==> config.mk <==
export PLATFORM = sky130hd
export DESIGN_NAME = timer_irq_ctrl
export DESIGN_NICKNAME = d
export VERILOG_FILES = /design/src/rtl/timer_irq_ctrl.sv
export SDC_FILE = /design/constraint.sdc
export NUM_CORES = 1
export LEC_CHECK = 0
export CAP_MARGIN = 5
export CORE_UTILIZATION = 39
export DETAILED_ROUTE_END_ITERATION = 7
export PLACE_DENSITY = 0.69
export SETUP_SLACK_MARGIN = 0.4
export SKIP_LAST_GASP = 1
export SYNTH_ARGS = -nofsm -noshare
export SYNTH_HDL_FRONTEND = slang
export SYNTH_SLANG_ARGS = --single-unit
export TNS_END_PERCENT = 100
==> constraint.sdc <==
create_clock -name clk -period 4.86 [get_ports clk]
set_input_delay 0.972 -clock clk [delete_from_list [all_inputs] [get_ports clk]]
set_output_delay 0.972 -clock clk [all_outputs]
set_load 0.05 [all_outputs]
==> src/rtl/timer_irq_ctrl.sv <==
// Memory-mapped timer (TH reload, TL up-counter, TCON control/status) with a
// registered level interrupt that is masked while the CPU runs in kernel mode.
module timer_irq_ctrl #(
  parameter logic [31:0] BASE  = 32'h4000_0000,
  parameter int          CNT_W = 32
) (
  input  logic        clk,
  input  logic        reset,
  input  logic [31:0] addr,
  input  logic [31:0] wdata,
  input  logic        mem_wr,
  input  logic        mem_rd,
  input  logic [31:0] pc,
  output logic [31:0] rdata,
  output logic        hit,
  output logic        irq
);

  logic [CNT_W-1:0] th_q, th_d;
  logic [CNT_W-1:0] tl_q, tl_d;
  logic [2:0]       tcon_q, tcon_d;
  logic             irq_q, irq_d;

  logic base_match, aligned;
  logic sel_th, sel_tl, sel_tcon;
  logic wr_th, wr_tl, wr_tcon;
  logic set_status;

  logic unused_pc;
  assign unused_pc = ^pc[30:0];

  assign base_match = (addr[31:4] == BASE[31:4]);
  assign aligned    = (addr[1:0] == 2'b00);
  assign sel_th     = base_match & aligned & (addr[3:2] == 2'd0);
  assign sel_tl     = base_match & aligned & (addr[3:2] == 2'd1);
  assign sel_tcon   = base_match & aligned & (addr[3:2] == 2'd2);
  assign hit        = sel_th | sel_tl | sel_tcon;

  assign wr_th      = mem_wr & sel_th;
  assign wr_tl      = mem_wr & sel_tl;
  assign wr_tcon    = mem_wr & sel_tcon;

  // Read path is purely combinational: the CPU completes a load in one cycle.
  always_comb begin
    rdata = '0;
    if (mem_rd) begin
      if (sel_th)   rdata[CNT_W-1:0] = th_q;
      if (sel_tl)   rdata[CNT_W-1:0] = tl_q;
      if (sel_tcon) rdata[2:0]       = tcon_q;
    end
  end

  always_comb begin
    th_d       = th_q;
    tl_d       = tl_q;
    tcon_d     = tcon_q;
    set_status = 1'b0;

    if (wr_th) th_d = wdata[CNT_W-1:0];

    // A software TL write takes priority over both increment and reload;
    // the reload always uses the TH value held before this edge.
    if (wr_tl) begin
      tl_d = wdata[CNT_W-1:0];
    end else if (tcon_q[0]) begin
      if (tl_q == '1) begin
        tl_d       = th_q;
        set_status = tcon_q[1];
      end else begin
        tl_d = tl_q + 1'b1;
      end
    end

    if (wr_tcon)    tcon_d    = wdata[2:0];
    // Hardware set beats a simultaneous software clear so no interrupt is lost.
    if (set_status) tcon_d[2] = 1'b1;

    irq_d = tcon_q[2] & tcon_q[1] & ~pc[31];
  end

  always_ff @(posedge clk) begin
    if (!reset) begin
      th_q   <= '0;
      tl_q   <= '0;
      tcon_q <= 3'b000;
      irq_q  <= 1'b0;
    end else begin
      th_q   <= th_d;
      tl_q   <= tl_d;
      tcon_q <= tcon_d;
      irq_q  <= irq_d;
    end
  end

  assign irq = irq_q;

endmodule
==> results.sh, run 1 <==
export IMPL_status="complete, no violations"
export IMPL_drt_wl_total_mm=13.6
export IMPL_max_freq_ghz=0.236
export IMPL_drive_gt1_share_pct=10.4
export IMPL_ys_seq_area_share_pct=32.5
export IMPL_cts_root_buf="clkbuf_8"
export IMPL_cts_max_path_buffers=2
export IMPL_p_comb_share_pct=8.3
export IMPL_ctsResizeCount=0
export IMPL_reg2reg_to="tl_q[3]$_SDFFE_PN0P_"
export IMPL_syn_inst=566
export IMPL_async_flop_share_pct=0
export IMPL_drt_iter0_drc=306
export IMPL_syn_area_mm2=0.00419
export IMPL_crit_path_max_incr_delay_ns=0.88
export IMPL_dr_pass1_iters=5
export IMPL_synth_nets=667
export IMPL_gp_congestion=0.846
export IMPL_num_antenna_cells=0
export IMPL_wl_per_cell_um=17.5
export IMPL_die_h_um=106
export IMPL_crit_fanout=4
export IMPL_ir_drop_uv=134
export IMPL_clkPwrFrac_pct=44.2
export IMPL_antenna_left=0
export IMPL_vias=4561
export IMPL_drc=0
export IMPL_r2r_setup_slack_ns=1.88
export IMPL_layout_min_cycle_time_ns=4.23
export IMPL_ys_warn_count=0
export IMPL_grt_pass1_vias=4398
export IMPL_post_cts_setup_buffers=0
export IMPL_synth_avg_cell_area_um2=7.39
export IMPL_ys_flop_type="dfxtp_1"
export IMPL_worstSetupStartpoint="addr[5]"
export IMPL_crit_buf_inv=2
export IMPL_clock_sinks=68
export IMPL_crit_path_end_kind="output pin"
export IMPL_crit_path_end="hit"
export IMPL_power_internal_mw=0.903
export IMPL_maxCapViolCount=0
export IMPL_p_leak_nw=1.93
export IMPL_pwr_share_seq_pct=47.5
export IMPL_final_hold_viol_count=0
export IMPL_max_slew_margin_pct=29.3
export IMPL_initial_core_util_pct=40.4
export IMPL_synth_edf_count=0
export IMPL_place_detailed_hpwl_mm=8.70
export IMPL_io_pins=134
export IMPL_cts_tree="yes"
export IMPL_critPathRequiredTime_ns=3.89
export IMPL_cp_common_cell="clkdlybuf4s50_1"
export IMPL_die_area_mm2=0.0111
export IMPL_worstSkewPairLatency_ns=0.35
export IMPL_grt_pass1_wl_mm=22.0
export IMPL_cts_made_buffers=9
export IMPL_tns_ns=0
export IMPL_cp_arrival_ns=3.26
export IMPL_layout_commonest_cell="nand2_1"
export IMPL_crit_path_cell_trace="clkdlybuf4s50_1 -> nor4_1 -> nand4_1 -> a211oi_1 -> clkdlybuf4s50_1"
export IMPL_grt_overflow=0
export IMPL_die_width_um=106
export IMPL_crit_family="buffers and inverters"
export IMPL_holdCritPathClass="reg2reg"
export IMPL_ctsHtreeMaxLevel=3
export IMPL_ys_types=52
export IMPL_ys_ff_latch=68
export IMPL_layout_common_cells="nand2_1 (107), clkdlybuf4s50_1 (69), dfxtp_1 (68), nor2_1 (52), a21oi_1 (50)"
export IMPL_grtUsageTotal_pct=24.8
export IMPL_clock_skew_ns=0.00951
export IMPL_area_growth_pct=37.2
export IMPL_ff2ff_path_depth=7
export IMPL_core_mm2=0.0104
export IMPL_portBuffers=102
export IMPL_p_switching_mw=0.268
export IMPL_p_per_area_mw_per_mm2=204
export IMPL_whs_ns=0.460
export IMPL_rsz0062_at_grt="false"
export IMPL_finalSetupViolations=0
export IMPL_start_kind="primary input"
export IMPL_clk_pin_slew_ns=0.08
export IMPL_tightestPinTransition_ns=1.06
export IMPL_slowest_stage="clkdlybuf4s50_1"
export IMPL_rows=37
export IMPL_antenna_found_initial=0
export IMPL_ctsHoldBuffers=0
export IMPL_vias_per_cell=5.86
export IMPL_r2r_start="tl_q[0]$_SDFFE_PN0P_"
export IMPL_path_depth=5
export IMPL_drv_slew=0
export IMPL_period_share_pct=87.0
export IMPL_critical_path_class="in2out"
export IMPL_nNetsFinal=738
export IMPL_netSwitchingFraction_pct=22.9
export IMPL_grt_max_degree=48
## per-stage QoR
stage / util [%] / total power, mW / setup WS, ns / std cells / area [µm²]
global placement: 53.2 / 0.665 / 0.570 / 762 / 5510
global route: 55.4 / 1.21 / 0.412 / 778 / 5740
detailed placement: 53.2 / 0.665 / 0.451 / 762 / 5510
finish: 55.4 / 1.17 / 0.630 / 778 / 5740
CTS: 55.3 / 1.18 / 0.447 / 778 / 5730
floorplan: - / 0.596 / 0.879 / 566 / 4190
## flip-flops by register name (all words and copies together) (netlist names)
register  flops
tl_q         32
tcon_q        3
irq           1
th_q         32
## logic make-up (layout without fill, tap and decap cells)
kind of cell / count (synthesis) / after routing / synth area share (%)
simple gates: 246 / 246 / 28.5
compound gates: 136 / 136 / 19.4
mux: 41 / 41 / 9.93
xor+xnor: 18 / 18 / 3.77
fa+ha+maj: 1 / 1 / 0.299
buf+inv: 56 / 132 / 5.65
flops: 68 / 68 / 32.5
## routing by layer
layer	share of wire, %	track usage, %
met1	43	32.7
met2	46	40.1
met3	9.8	6.00
met4	1.2	7.54
met5	0	0
## worst min path at each step
stage                           start             end  slack, ns  depth (start not counted)
2_1_floorplan  tcon_q[2]$_SDFFE_PN0P_  irq$_SDFF_PN0_       0.43                          2
3_3_place_gp   tcon_q[2]$_SDFFE_PN0P_  irq$_SDFF_PN0_       0.44                          2
3_5_place_dp   tcon_q[2]$_SDFFE_PN0P_  irq$_SDFF_PN0_       0.45                          2
4_1_cts        tcon_q[2]$_SDFFE_PN0P_  irq$_SDFF_PN0_       0.46                          2
5_1_grt        tcon_q[2]$_SDFFE_PN0P_  irq$_SDFF_PN0_       0.48                          2
6_report       tcon_q[2]$_SDFFE_PN0P_  irq$_SDFF_PN0_       0.46                          2
## synth_stat cells (all sizes together), types with 3 or more instances
| library cell | instances | area, µm² |
|---|---|---|
| inv | 6 | 22.5 |
| and4 | 5 | 43.8 |
| a31o | 4 | 35.0 |
| a211oi | 5 | 37.5 |
| nand3 | 24 | 120 |
| o21ai | 32 | 160 |
| and3 | 5 | 31.3 |
| a311oi | 3 | 26.3 |
| nor4 | 14 | 115 |
| o211ai | 9 | 67.6 |
| mux2 | 4 | 45.0 |
| nor2 | 53 | 199 |
| xor2 | 5 | 43.8 |
| o21a | 5 | 37.5 |
| clkbuf | 38 | 145 |
| buf | 12 | 68.8 |
| nand2 | 108 | 408 |
| a31oi | 16 | 100 |
| dfxtp | 68 | 1360 |
| o31ai | 4 | 30.0 |
| nand4 | 16 | 121 |
| xnor2 | 13 | 114 |
| or3 | 5 | 31.3 |
| mux2i | 37 | 370 |
| nor3 | 5 | 25.0 |
| a21oi | 50 | 250 |
## power groups by stage
stage / clock, mW / combinational, mW / sequential (mW)
floorplan: 0 / 0.0267 / 0.570
global placement: 0 / 0.0952 / 0.570
detailed placement: 0 / 0.0957 / 0.570
CTS: 0.526 / 0.0962 / 0.557
global route: 0.555 / 0.102 / 0.557
finish: 0.518 / 0.0969 / 0.557
## final cells by class
type,instances,area [µm²]
Clock inverter,6,88.8
Tap cell,136,170
Clock buffer,10,128
Timing Repair Buffer,110,1370
Fill cell,973,4630
Sequential cell,68,1360
Multi-Input combinational cell,442,2600
Inverter,6,22.5
## worst register-to-register path: stages, from the launching register on
cell     delay, ns
dfxtp_1       0.45
ha_1          0.25
nand3_1       0.18
nor4_4        0.38
nand3_1       0.80
mux2_2        0.47
nor2_1        0.04
o41ai_1       0.30
Note: power is estimated with default switching activity, not from simulation.
==> run 2, diff against run 1 <==
--- a/config.mk
+++ b/config.mk
@@ -8,6 +8,7 @@
 export CAP_MARGIN = 5
 export CORE_UTILIZATION = 39
 export DETAILED_ROUTE_END_ITERATION = 7
+export GPL_ROUTABILITY_DRIVEN = 0
 export PLACE_DENSITY = 0.69
 export SETUP_SLACK_MARGIN = 0.4
 export SKIP_LAST_GASP = 1
==> results of run 2 <==
Same layout as run 1: the final DEF is identical, and so are final timing and power.
==> run 3, diff against run 2 <==
--- a/config.mk
+++ b/config.mk
@@ -9,6 +9,7 @@
 export CORE_UTILIZATION = 39
 export DETAILED_ROUTE_END_ITERATION = 7
 export GPL_ROUTABILITY_DRIVEN = 0
+export HOLD_SLACK_MARGIN = 0.06
 export PLACE_DENSITY = 0.69
 export SETUP_SLACK_MARGIN = 0.4
 export SKIP_LAST_GASP = 1
==> results of run 3 <==
Same layout as run 1: the final DEF is identical, and so are final timing and power.
